==> config.mk <==
export PLATFORM = sky130hd
export DESIGN_NAME = frame_capture_unit
export DESIGN_NICKNAME = d
export VERILOG_FILES = /design/src/rtl/seq_frame_pkg.sv /design/src/rtl/frame_buffer.sv /design/src/rtl/frame_capture_unit.sv
export SDC_FILE = /design/constraint.sdc
export NUM_CORES = 1
export LEC_CHECK = 0
export CORE_ASPECT_RATIO = 0.7
export CORE_MARGIN = 2
export CORE_UTILIZATION = 59
export DETAILED_ROUTE_END_ITERATION = 16
export PLACE_DENSITY = 0.78
export REMOVE_ABC_BUFFERS = 1
export SKIP_CTS_REPAIR_TIMING = 1
export SYNTH_ARGS = -nofsm -noshare
export SYNTH_HDL_FRONTEND = slang
export SYNTH_SLANG_ARGS = --single-unit
==> constraint.sdc <==
create_clock -name clk -period 4 [get_ports clk]
set_input_delay 0.8 -clock clk [delete_from_list [all_inputs] [get_ports clk]]
set_output_delay 0.8 -clock clk [all_outputs]
set_load 0.01 [all_outputs]
==> src/rtl/seq_frame_pkg.sv <==
// Shared definitions for the sync-framed capture path: FSM state codes,
// default payload depth, checksum width and the registered pulse bundle.
package seq_frame_pkg;

  localparam int MAX_LEN_DEFAULT = 16;
  localparam int CHK_W           = 8;

  // FSM state codes, binary encoded in two bits
  typedef logic [1:0] state_t;
  localparam state_t IDLE    = 2'd0;
  localparam state_t PAYLOAD = 2'd1;
  localparam state_t CHECK   = 2'd2;
  localparam state_t SEND    = 2'd3;

  // Per-frame decision pulses; at most one is set for any decision
  typedef struct packed {
    logic ok;
    logic err;
    logic len_err;
    logic drop;
  } pulse_t;

  // Buffer address width: clog2 of the depth, never below one bit
  function automatic int ptr_width(input int depth);
    return (depth > 1) ? $clog2(depth) : 1;
  endfunction

endpackage

==> src/rtl/frame_buffer.sv <==
// Payload store: DEPTH x 8 register array with one synchronous write port
// and one combinational read port. Storage is not reset.
module frame_buffer #(
  parameter int DEPTH = 16,
  parameter int AW    = 4
) (
  input  logic          clk,
  input  logic          we,
  input  logic [AW-1:0] waddr,
  input  logic [7:0]    wdata,
  input  logic [AW-1:0] raddr,
  output logic [7:0]    rdata
);

  localparam logic [AW:0] DEPTH_C = (AW+1)'(DEPTH);

  logic [7:0] mem [DEPTH];

  genvar gi;
  generate
    for (gi = 0; gi < DEPTH; gi++) begin : g_entry
      localparam logic [AW-1:0] IDX = AW'(gi);
      // Each entry captures the write byte when addressed
      always_ff @(posedge clk) begin
        if (we && (waddr == IDX)) begin
          mem[gi] <= wdata;
        end
      end
    end
  endgenerate

  // Read is combinational; addresses beyond the depth return zero
  always_comb begin
    rdata = 8'h00;
    if ({1'b0, raddr} < DEPTH_C) begin
      rdata = mem[raddr];
    end
  end

endmodule

==> src/rtl/frame_capture_unit.sv <==
// Frame capture behind the sync detector: on flag, takes a length byte,
// buffers the payload, checks an XOR checksum and streams the payload out
// on a valid/ready interface with a last marker. Decision pulses are
// registered. Optional macro FRAME_STATS_EN adds saturating 16-bit
// ok/err/drop counters as extra outputs.
module frame_capture_unit
  import seq_frame_pkg::*;
#(
  parameter int MAX_LEN = MAX_LEN_DEFAULT
) (
  input  logic       clk,
  input  logic       nrst,
  input  logic [7:0] data,
  input  logic       flag,
  output logic [7:0] out_data,
  output logic       out_valid,
  input  logic       out_ready,
  output logic       out_last,
  output logic       frame_ok,
  output logic       frame_err,
  output logic       len_err,
  output logic       frame_drop
`ifdef FRAME_STATS_EN
  ,
  output logic [15:0] ok_cnt,
  output logic [15:0] err_cnt,
  output logic [15:0] drop_cnt
`endif
);

  localparam int PTR_W = ptr_width(MAX_LEN);
  localparam int CW    = PTR_W + 1;
  localparam logic [7:0] MAX_LEN_B = 8'(MAX_LEN);

  state_t            state_q, state_d;
  logic [CW-1:0]     len_q, len_d;
  logic [CW-1:0]     cnt_q, cnt_d;
  logic [CW-1:0]     rd_ptr_q, rd_ptr_d;
  logic [CHK_W-1:0]  chk_q, chk_d;
  pulse_t            pulse_q, pulse_d;

  logic              buf_we;
  logic [7:0]        buf_rdata;
  logic [CW-1:0]     len_m1;
  logic              in_send;
  logic              last_byte;

  assign len_m1    = len_q - 1'b1;
  assign in_send   = (state_q == SEND);
  assign last_byte = in_send && (rd_ptr_q == len_m1);

  frame_buffer #(
    .DEPTH (MAX_LEN),
    .AW    (PTR_W)
  ) u_buf (
    .clk   (clk),
    .we    (buf_we),
    .waddr (cnt_q[PTR_W-1:0]),
    .wdata (data),
    .raddr (rd_ptr_q[PTR_W-1:0]),
    .rdata (buf_rdata)
  );

  // Stream outputs are gated by SEND so they read zero in reset and idle
  always_comb begin
    out_valid = in_send;
    out_data  = in_send ? buf_rdata : 8'h00;
    out_last  = last_byte;
  end

  assign frame_ok   = pulse_q.ok;
  assign frame_err  = pulse_q.err;
  assign len_err    = pulse_q.len_err;
  assign frame_drop = pulse_q.drop;

  // Next-state and datapath decisions for the capture FSM
  always_comb begin
    state_d  = state_q;
    len_d    = len_q;
    cnt_d    = cnt_q;
    rd_ptr_d = rd_ptr_q;
    chk_d    = chk_q;
    pulse_d  = '0;
    buf_we   = 1'b0;
    case (state_q)
      IDLE: begin
        if (flag) begin
          if (data == 8'h00) begin
            // Empty frame: only the checksum byte follows, which must be 0
            len_d   = '0;
            chk_d   = '0;
            state_d = CHECK;
          end else if (data > MAX_LEN_B) begin
            pulse_d.len_err = 1'b1;
          end else begin
            len_d   = CW'(data);
            chk_d   = data;
            cnt_d   = '0;
            state_d = PAYLOAD;
          end
        end
      end
      PAYLOAD: begin
        // flag is ignored here: the payload may legally contain the sync
        buf_we = 1'b1;
        chk_d  = chk_q ^ data;
        cnt_d  = cnt_q + 1'b1;
        if (cnt_q == len_m1) begin
          state_d = CHECK;
        end
      end
      CHECK: begin
        if (data == chk_q) begin
          pulse_d.ok = 1'b1;
          if (len_q == '0) begin
            state_d = IDLE;
          end else begin
            rd_ptr_d = '0;
            state_d  = SEND;
          end
        end else begin
          pulse_d.err = 1'b1;
          state_d     = IDLE;
        end
      end
      SEND: begin
        // A frame starting while we still drain is dropped whole
        if (flag) begin
          pulse_d.drop = 1'b1;
        end
        if (out_ready) begin
          rd_ptr_d = rd_ptr_q + 1'b1;
          if (last_byte) begin
            state_d = IDLE;
          end
        end
      end
      default: begin
        state_d = IDLE;
      end
    endcase
  end

  // Capture state registers; reset discards any frame in progress
  always_ff @(posedge clk or negedge nrst) begin
    if (!nrst) begin
      state_q  <= IDLE;
      len_q    <= '0;
      cnt_q    <= '0;
      rd_ptr_q <= '0;
      chk_q    <= '0;
      pulse_q  <= '0;
    end else begin
      state_q  <= state_d;
      len_q    <= len_d;
      cnt_q    <= cnt_d;
      rd_ptr_q <= rd_ptr_d;
      chk_q    <= chk_d;
      pulse_q  <= pulse_d;
    end
  end

`ifdef FRAME_STATS_EN
  logic [15:0] ok_cnt_q, ok_cnt_d;
  logic [15:0] err_cnt_q, err_cnt_d;
  logic [15:0] drop_cnt_q, drop_cnt_d;

  // Saturating event counters driven by the registered pulses
  always_comb begin
    ok_cnt_d   = ok_cnt_q;
    err_cnt_d  = err_cnt_q;
    drop_cnt_d = drop_cnt_q;
    if (pulse_q.ok && (ok_cnt_q != 16'hFFFF)) begin
      ok_cnt_d = ok_cnt_q + 16'd1;
    end
    if ((pulse_q.err || pulse_q.len_err) && (err_cnt_q != 16'hFFFF)) begin
      err_cnt_d = err_cnt_q + 16'd1;
    end
    if (pulse_q.drop && (drop_cnt_q != 16'hFFFF)) begin
      drop_cnt_d = drop_cnt_q + 16'd1;
    end
  end

  // Counter registers
  always_ff @(posedge clk or negedge nrst) begin
    if (!nrst) begin
      ok_cnt_q   <= '0;
      err_cnt_q  <= '0;
      drop_cnt_q <= '0;
    end else begin
      ok_cnt_q   <= ok_cnt_d;
      err_cnt_q  <= err_cnt_d;
      drop_cnt_q <= drop_cnt_d;
    end
  end

  assign ok_cnt   = ok_cnt_q;
  assign err_cnt  = err_cnt_q;
  assign drop_cnt = drop_cnt_q;
`endif

endmodule

Yosys cells after proc, flatten, opt, wreduce, memory -nomap -nowiden
Memories as Yosys holds them, arrays and structs flattened. Index checks and enable logic that the tools add are counted.

Add/sub/neg operators: 3. $mul: 0. Div/mod/pow operators: 0. $lt $le $gt $ge: 1. Equal/unequal tests: 31. Shift-type cells: 0. Mux-type cells: 111. Bitwise logic cells: 1. Reduce and logical (&&, ||, !) cells: 43.

Operator list (count): 8-bit 2-to-1 mux (19); 8-bit OR reduction (15); 4-bit 2-to-1 mux (15); 1-bit 2-to-1 mux (56); 5-bit 2-to-1 mux (8); 4-bit equality test, second input constant (8); 5-bit case mux with 2 select lines (2); 2-bit 2-to-1 mux (9); 2-bit inequality test, second input constant (9); 1-bit logical AND (17); 4-bit by 3-bit equality test with 1-bit output, second input constant (4); 8-bit case mux with 2 select lines (1); 5-bit by 1-bit adder with 5-bit output, second input constant (2); 5-bit equality test (2); 4-bit by 2-bit equality test with 1-bit output, second input constant (2); 8-bit equality test (1); 8-bit by 5-bit > comparator with 1-bit output, second input constant (1); 8-bit zero test (1); 2-bit case mux with 4 select lines (1); 4-bit AND reduction (2); 8-bit XOR (1); 3-bit AND reduction (2); 5-bit zero test (1); 5-bit AND reduction (1); 8 further kinds (10).

Register bits: 29. Bits in latches: 0. Memory bits (writable): 128. Bits in read-only memories: 0. Output and inout port bits: 14. Memories: 1.

Memory list: u_buf.mem (depth 16, width 8, rd ports 1, clocked after memory_dff 0, write ports 1, RTL line frame_buffer.sv:17) `logic [7:0] mem [DEPTH];`.

Depth between registers and ports, before layout
Gate-level depths: netlist of run 1.

Word-level depth: 21. Mapped depth: 8. Depth with buffers taken out: 8.

Cells and area by module
From an unflattened synthesis of run 1, not the netlist that was laid out.

Cell total of the unflattened synthesis: 432. Area total of the unflattened synthesis: 6907.9 um^2.

Modules (own cells, without submodules): frame_buffer (times used 1, cells an instance 221, area each 4987.3 um^2, sequential area each 3843.7 um^2); frame_capture_unit (times used 1, cells an instance 211, area each 1920.6 um^2, sequential area each 725.7 um^2).

Worst setup path before layout of run 1
OpenSTA, ideal clock, no wires.

Kind: register to output. Start point: reg rd_ptr_q[1]. End point: out out_data[0]. Arrival time: 1.918 ns. Path slack: 1.282 ns. Cell stages (with the launch flop): 6. Cell sequence: dfrtp_1 clkbuf_1 buf_1 mux4_2 mux4_2 and2_1.

Cells in the longest elaborated chain, start to end: 2.

Ends and longest elaborated chain: start, declared (RTL line frame_capture_unit.sv:38) `logic [CW-1:0] rd_ptr_q, rd_ptr_d;`; start signal, assigned (RTL line frame_capture_unit.sv:157) `rd_ptr_q <= rd_ptr_d;`; memory read 16 x 8 bit; 8-bit 2-to-1 mux (RTL line frame_capture_unit.sv:67) `out_data = in_send ? buf_rdata : 8'h00;`; end, declared (RTL line frame_capture_unit.sv:15) `output logic [7:0] out_data,`.

Every way passes these cells.

Worst setup path in the final report of run 1
Start point: reg rd_ptr_q[0]. End point: out out_data[7].

The elaborated chain is that of the path after synthesis.

==> results of run 1 <==
## kinds of logic after synthesis
| logic type | synth area share [%] |
|---|---|
| compound gates | 3.958 |
| xor+xnor | 3.237 |
| fa+ha+maj | 1.110 |
| buf+inv | 1.942 |
| flops | 67.54 |
| mux | 14.20 |
| simple gates | 8.008 |
## cell type report
type	instances	area share, %
clock buffer	17	5.497
clock inverter	15	1.487
inverter	9	0.4365
multi-input combinational	224	26.68
sequential	157	59.06
tap	153	2.474
timing repair buffer	35	4.365
## worst max-delay path by stage
| stage | from | end | cells after the start |
|---|---|---|---|
| after floorplan | rd_ptr_q[0] | out_data[7] | 3 |
| after global placement | data[7] | state_q[1] | 7 |
| after global routing | len_q[0] | out_last | 9 |
| after detailed placement | data[7] | state_q[1] | 7 |
| after CTS | rd_ptr_q[0] | out_data[7] | 5 |
| final | rd_ptr_q[0] | out_data[7] | 5 |
## sequential cells by signal, indices dropped and copies added, names as in the netlist
register    cells
frame_err       1
len_q           5
cnt_q           5
len_err         1
chk_q           8
state_q         2
frame_ok        1
u_buf.mem     128
rd_ptr_q        5
frame_drop      1
## metrics by stage
step | hold WS, ns | total power, mW | util (%)
2_1_floorplan | 0.5036 | 3.390 | -
3_3_place_gp | 0.5385 | 3.868 | 64.90
3_5_place_dp | 0.5448 | 3.939 | 64.90
4_1_cts | 0.5618 | 5.407 | 69.78
5_1_grt | 0.5733 | 5.658 | 69.78
6_report | 0.5573 | 5.402 | 69.78
## worst max-delay path, cell delays in order, from the launching register on
cell and delay (ns):
dfrtp_2 0.38, buf_12 0.28, mux4_1 0.59, mux4_2 0.49
and2_1 0.18, clkdlybuf4s50_1 0.47
## metal layers
metal	global-route usage, %	vias up	wire length (um)
met3	9.106	23	1371
met1	35.14	1905	6299
met2	39.19	165	6751
met4	10.51	2	296
li1	-	1652	-
met5	0	-	7
## cells in the final DEF, fill, tap and decap left out, types with 9 or more instances in the layout
master and n:
dfrtp_1 28, mux4_2 36, nor2_1 21, clkdlybuf4s50_1 25, and2_1 25, inv_1 9, nand2_1 28, o21ai_0 15
buf_4 9, xor2_1 18, edfxtp_1 128, clkbuf_16 17
## where the power goes
group / internal [mW] / leakage [nW] / switching, mW
registers: 2.05 / 1.53 / 0.245
logic: 0.785 / 0.943 / 0.847
clock network: 0.800 / 0.257 / 0.673
==> out/qor.yml, run 1 <==
status: "finished clean"
cts_tree: "done"
hold_viol: 0
initial_core_util_pct: 61.00
clock_sinks: 157
clk_latency_ns: 0.43
coreArea_um2: 11090
final_cells: 610
ys_top_cells_by_count: "edfxtp_1, mux4_2, dfrtp_1, nand2_1, and2_1"
grt_pass1_vias: 3822
timing.final.crit_share_pct: 90.94
dr.pass1.iters: 5
clock_skew_ns: 0.009838
grt_max_degree: 38
diodes: 0
worstMarginPinSlew_ns: 0.8354
postPlaceCellArea_um2: 7198
syn-instance-count: 409
worstHoldStart: "len_q[1]"
num_vias: 3747
synth_edf_count: 128
syn_area_per_cell_um2: 16.54
antenna_found_initial: 1
slew_viol_final: 0
fmax_ghz: 0.2749
grt_pass1_wl_um: 22510
seqCellArea_um2: 4571
fin_area_um2: 7739
track_usage_pct: 25.98
final-setup-viol-count: 0
crit_path_start_kind: "flip-flop"
synth_cell_types: 40
multi_input_area_um2: 2064
wl_um: 14730
synth.area.top_cells: "edfxtp_1, mux4_2, dfrtp_1"
dpl.hpwl_um: 9388
htreeDepth: 4
hold_end: "len_q[1]"
crit_required_ns: 3.20
rsz0062_at_grt: "false"
hold_path_depth: 1
fp.dieH_um: 93.59
place_congestion: 0.8565
power_density_nw_per_um2: 698.0
arrival_ns: 2.84
syn-cell-area_um2: 6765
synth-seq-cells: 157
rr_worst_depth: 4
peakVddDrop_mv: 0.3630
routed_via_density: 6.143
synth-main-ff-cell: "edfxtp_1"
yosysMostFrequentCell: "edfxtp_1"
path_class: "reg -> out"
post-route-min-period_ns: 3.638
endpoint_kind: "output pin"
cts_buffers: 17
crit_fanout: 37
area_growth_pct: 14.39
cts_buffer_depth: 2
fp.dieArea_um2: 12350
routedWlPerCell_um: 24.14
root_buffer: "clkbuf_16"
std_cell_rows: 32
nNetsFinal: 462
synthArstFlopShare_pct: 18.47
slew_headroom_pct: 44.31
fin_tns_setup_ns: 0
reg2reg_from: "state_q[1]"
n_fill_cell: 719
place.port_buffers: 25
die_w_um: 132.0
synth_top_area_cell: "edfxtp_1"
grt_overflow_total: 0
p_leak_nw: 2.725
cap_violations: 0
cts.clk_slew.worst_paths_ns: 0.06
drive_gt1_share_pct: 18.60
antenna_left: 0
drc: 0
yosysSeqAreaShare_pct: 67.54
io_pins: 26
hold_path.class: "reg -> reg"
rrSetupSlack_ns: 1.62
synth-warning-count: 0
place_inst: 578
post-place-ws_ns: 0.5904
reg2reg_to: "u_buf.mem[7][5]"
yosysTopAreaCellShare_pct: 56.82
drt_iter0_markers: 419
final.setup.worst_slack_ns: 0.3623
No activity file was read; power rests on OpenSTA's default activity.
==> run 2, diff against run 1 <==
--- a/config.mk
+++ b/config.mk
@@ -10,7 +10,9 @@
 export CORE_UTILIZATION = 59
 export DETAILED_ROUTE_END_ITERATION = 16
+export GPL_TIMING_DRIVEN = 0
 export PLACE_DENSITY = 0.78
 export REMOVE_ABC_BUFFERS = 1
 export SKIP_CTS_REPAIR_TIMING = 1
+export SKIP_LAST_GASP = 1
 export SYNTH_ARGS = -nofsm -noshare
 export SYNTH_HDL_FRONTEND = slang
==> constraint.sdc (replaced) <==
create_clock -name clk -period 4 [get_ports clk]
set_input_delay 0.6 -clock clk [delete_from_list [all_inputs] [get_ports clk]]
set_output_delay 0.6 -clock clk [all_outputs]
set_load 0.01 [all_outputs]
==> out/qor.yml, run 2 (same netlist as run 1, synthesis figures left out) <==
busiest_layer: "met1"
place_inst: 569
antenna_left: 0
rsz0062_at_grt: "false"
nNetsFinal: 453
layout_commonest_cell: "edfxtp_1"
status: "finished clean"
final_cells: 601
clock_sinks: 157
final-setup-viol-count: 0
fp.dieArea_um2: 12350
place_congestion: 0.8540
grt_max_degree: 37
cts_buffers: 17
dpl.hpwl_um: 8495
num_vias: 3733
layout_common_cells: "edfxtp_1, mux4_2, nand2_1, dfrtp_1, and2_1"
largest_register_ffs: 128
final_util_pct: 69.53
grt_pass1_wl_um: 21350
use_met1_pct: 39.14
area_growth_pct: 13.98
timing.final.crit_share_pct: 93.51
cts_tree: "done"
reg_top3: "u_buf.mem: 128 flops, chk_q: 8 flops"
track_usage_pct: 24.52
fp.dieH_um: 93.59
htreeDepth: 4
reg2reg_from: "state_q[1]"
use_met3_pct: 5.257
diodes: 0
slew_viol_final: 0
grt_overflow_total: 0
routedWlPerCell_um: 22.85
coreArea_um2: 11090
grt_pass1_vias: 3583
worstMarginPinSlew_ns: 0.9215
endpoint_kind: "output pin"
path_class: "reg -> out"
cts.clk_slew.worst_paths_ns: 0.07
clock_skew_ns: 0.006829
post-route-min-period_ns: 3.741
routed_via_density: 6.211
p_leak_nw: 2.702
place.port_buffers: 25
root_buffer: "clkbuf_16"
startpoint: "rd_ptr_q[0]"
hold_viol: 0
peakVddDrop_mv: 0.4472
regMostFlops: "u_buf.mem"
die_w_um: 132.0
fmax_ghz: 0.2673
crit_path_start_kind: "flip-flop"
initial_core_util_pct: 61.00
arrival_ns: 3.14
wl_um: 13730
io_pins: 26
dr.pass1.iters: 5
drc: 0
std_cell_rows: 32
clk_latency_ns: 0.42
drive_gt1_share_pct: 16.96
crit_fanout: 28
drt_iter0_markers: 431
gr-usage-met2_pct: 34.72
crit_required_ns: 3.40
cts_buffer_depth: 2
hold_path.class: "in -> async"
slew_headroom_pct: 38.57
cap_violations: 0
power_density_nw_per_um2: 710.8
antenna_found_initial: 0
[run 2: changes by cell type in the layout (fill, tap and decap cells not counted), sizes merged]
cell / previous run / this run
inv: 14 / 11
clkinv: 6 / 5
buf: 10 / 2
clkinvlp: 4 / 3
clkbuf: 17 / 22
clkdlybuf4s50: 25 / 24
[run 2: cell type report]
type / count / area, um2
well taps: 153 / 191.4
repair buffers: 26 / 265.3
inverters: 9 / 33.78
fillers: 740 / 3379
clock inverters: 10 / 76.32
flip-flops and latches: 157 / 4572
multi-input cells: 224 / 2064
clock buffers: 22 / 508.0
[run 2: path summary, 6_finish.rpt]
kind,slack [ns],depth (start not counted),endpoint
hold reg to reg,0.56,1,len_q[1]
min in group clk,0.56,1,len_q[1]
hold / removal,0.20,1,len_q[3]
max in group asynchronous,3.33,1,rd_ptr_q[0]
setup reg to reg,1.78,4,u_buf.mem[6][0]
setup / recovery,0.26,5,out_data[7]
[run 2: metrics by stage]
stage / total power, mW / area [um2] / setup TNS (ns) / worst slack (ns) / hold WS (ns)
floorplan: 3.390 / 6668 / 0 / 0.6486 / 0.3044
global placement: 3.865 / 7109 / -3.290 / -0.4639 / 0.5173
detailed placement: 3.936 / 7132 / 0 / 0.6846 / 0.5315
CTS: 5.490 / 7716 / 0 / 0.2207 / 0.5551
global route: 5.746 / 7711 / 0 / 0.1520 / 0.2570
finish: 5.481 / 7711 / 0 / 0.2595 / 0.1978
[run 2: metal layers]
metal | vias to the layer above | share of wire (%) | wire length (um)
li1 | 1629 | - | -
met1 | 1946 | 48 | 6590
met2 | 146 | 45 | 6210
met3 | 12 | 6.0 | 823
met4 | 0 | 0.79 | 108
met5 | - | 0 | 0
[run 2: power by group]
part	total, mW	internal [mW]	switching [mW]	leakage, nW
Combinational	1.56	0.780	0.780	0.900
Sequential	2.37	2.05	0.316	1.52
Clock	1.55	0.910	0.644	0.279
Total	5.48	3.74	1.74	2.70
[run 2: critical path, cell delays in order (launching register included)]
cell	delay (ns)
dfrtp_2	0.59
buf_12	0.28
mux4_1	0.66
mux4_2	0.50
and2_1	0.18
clkdlybuf4s50_1	0.47
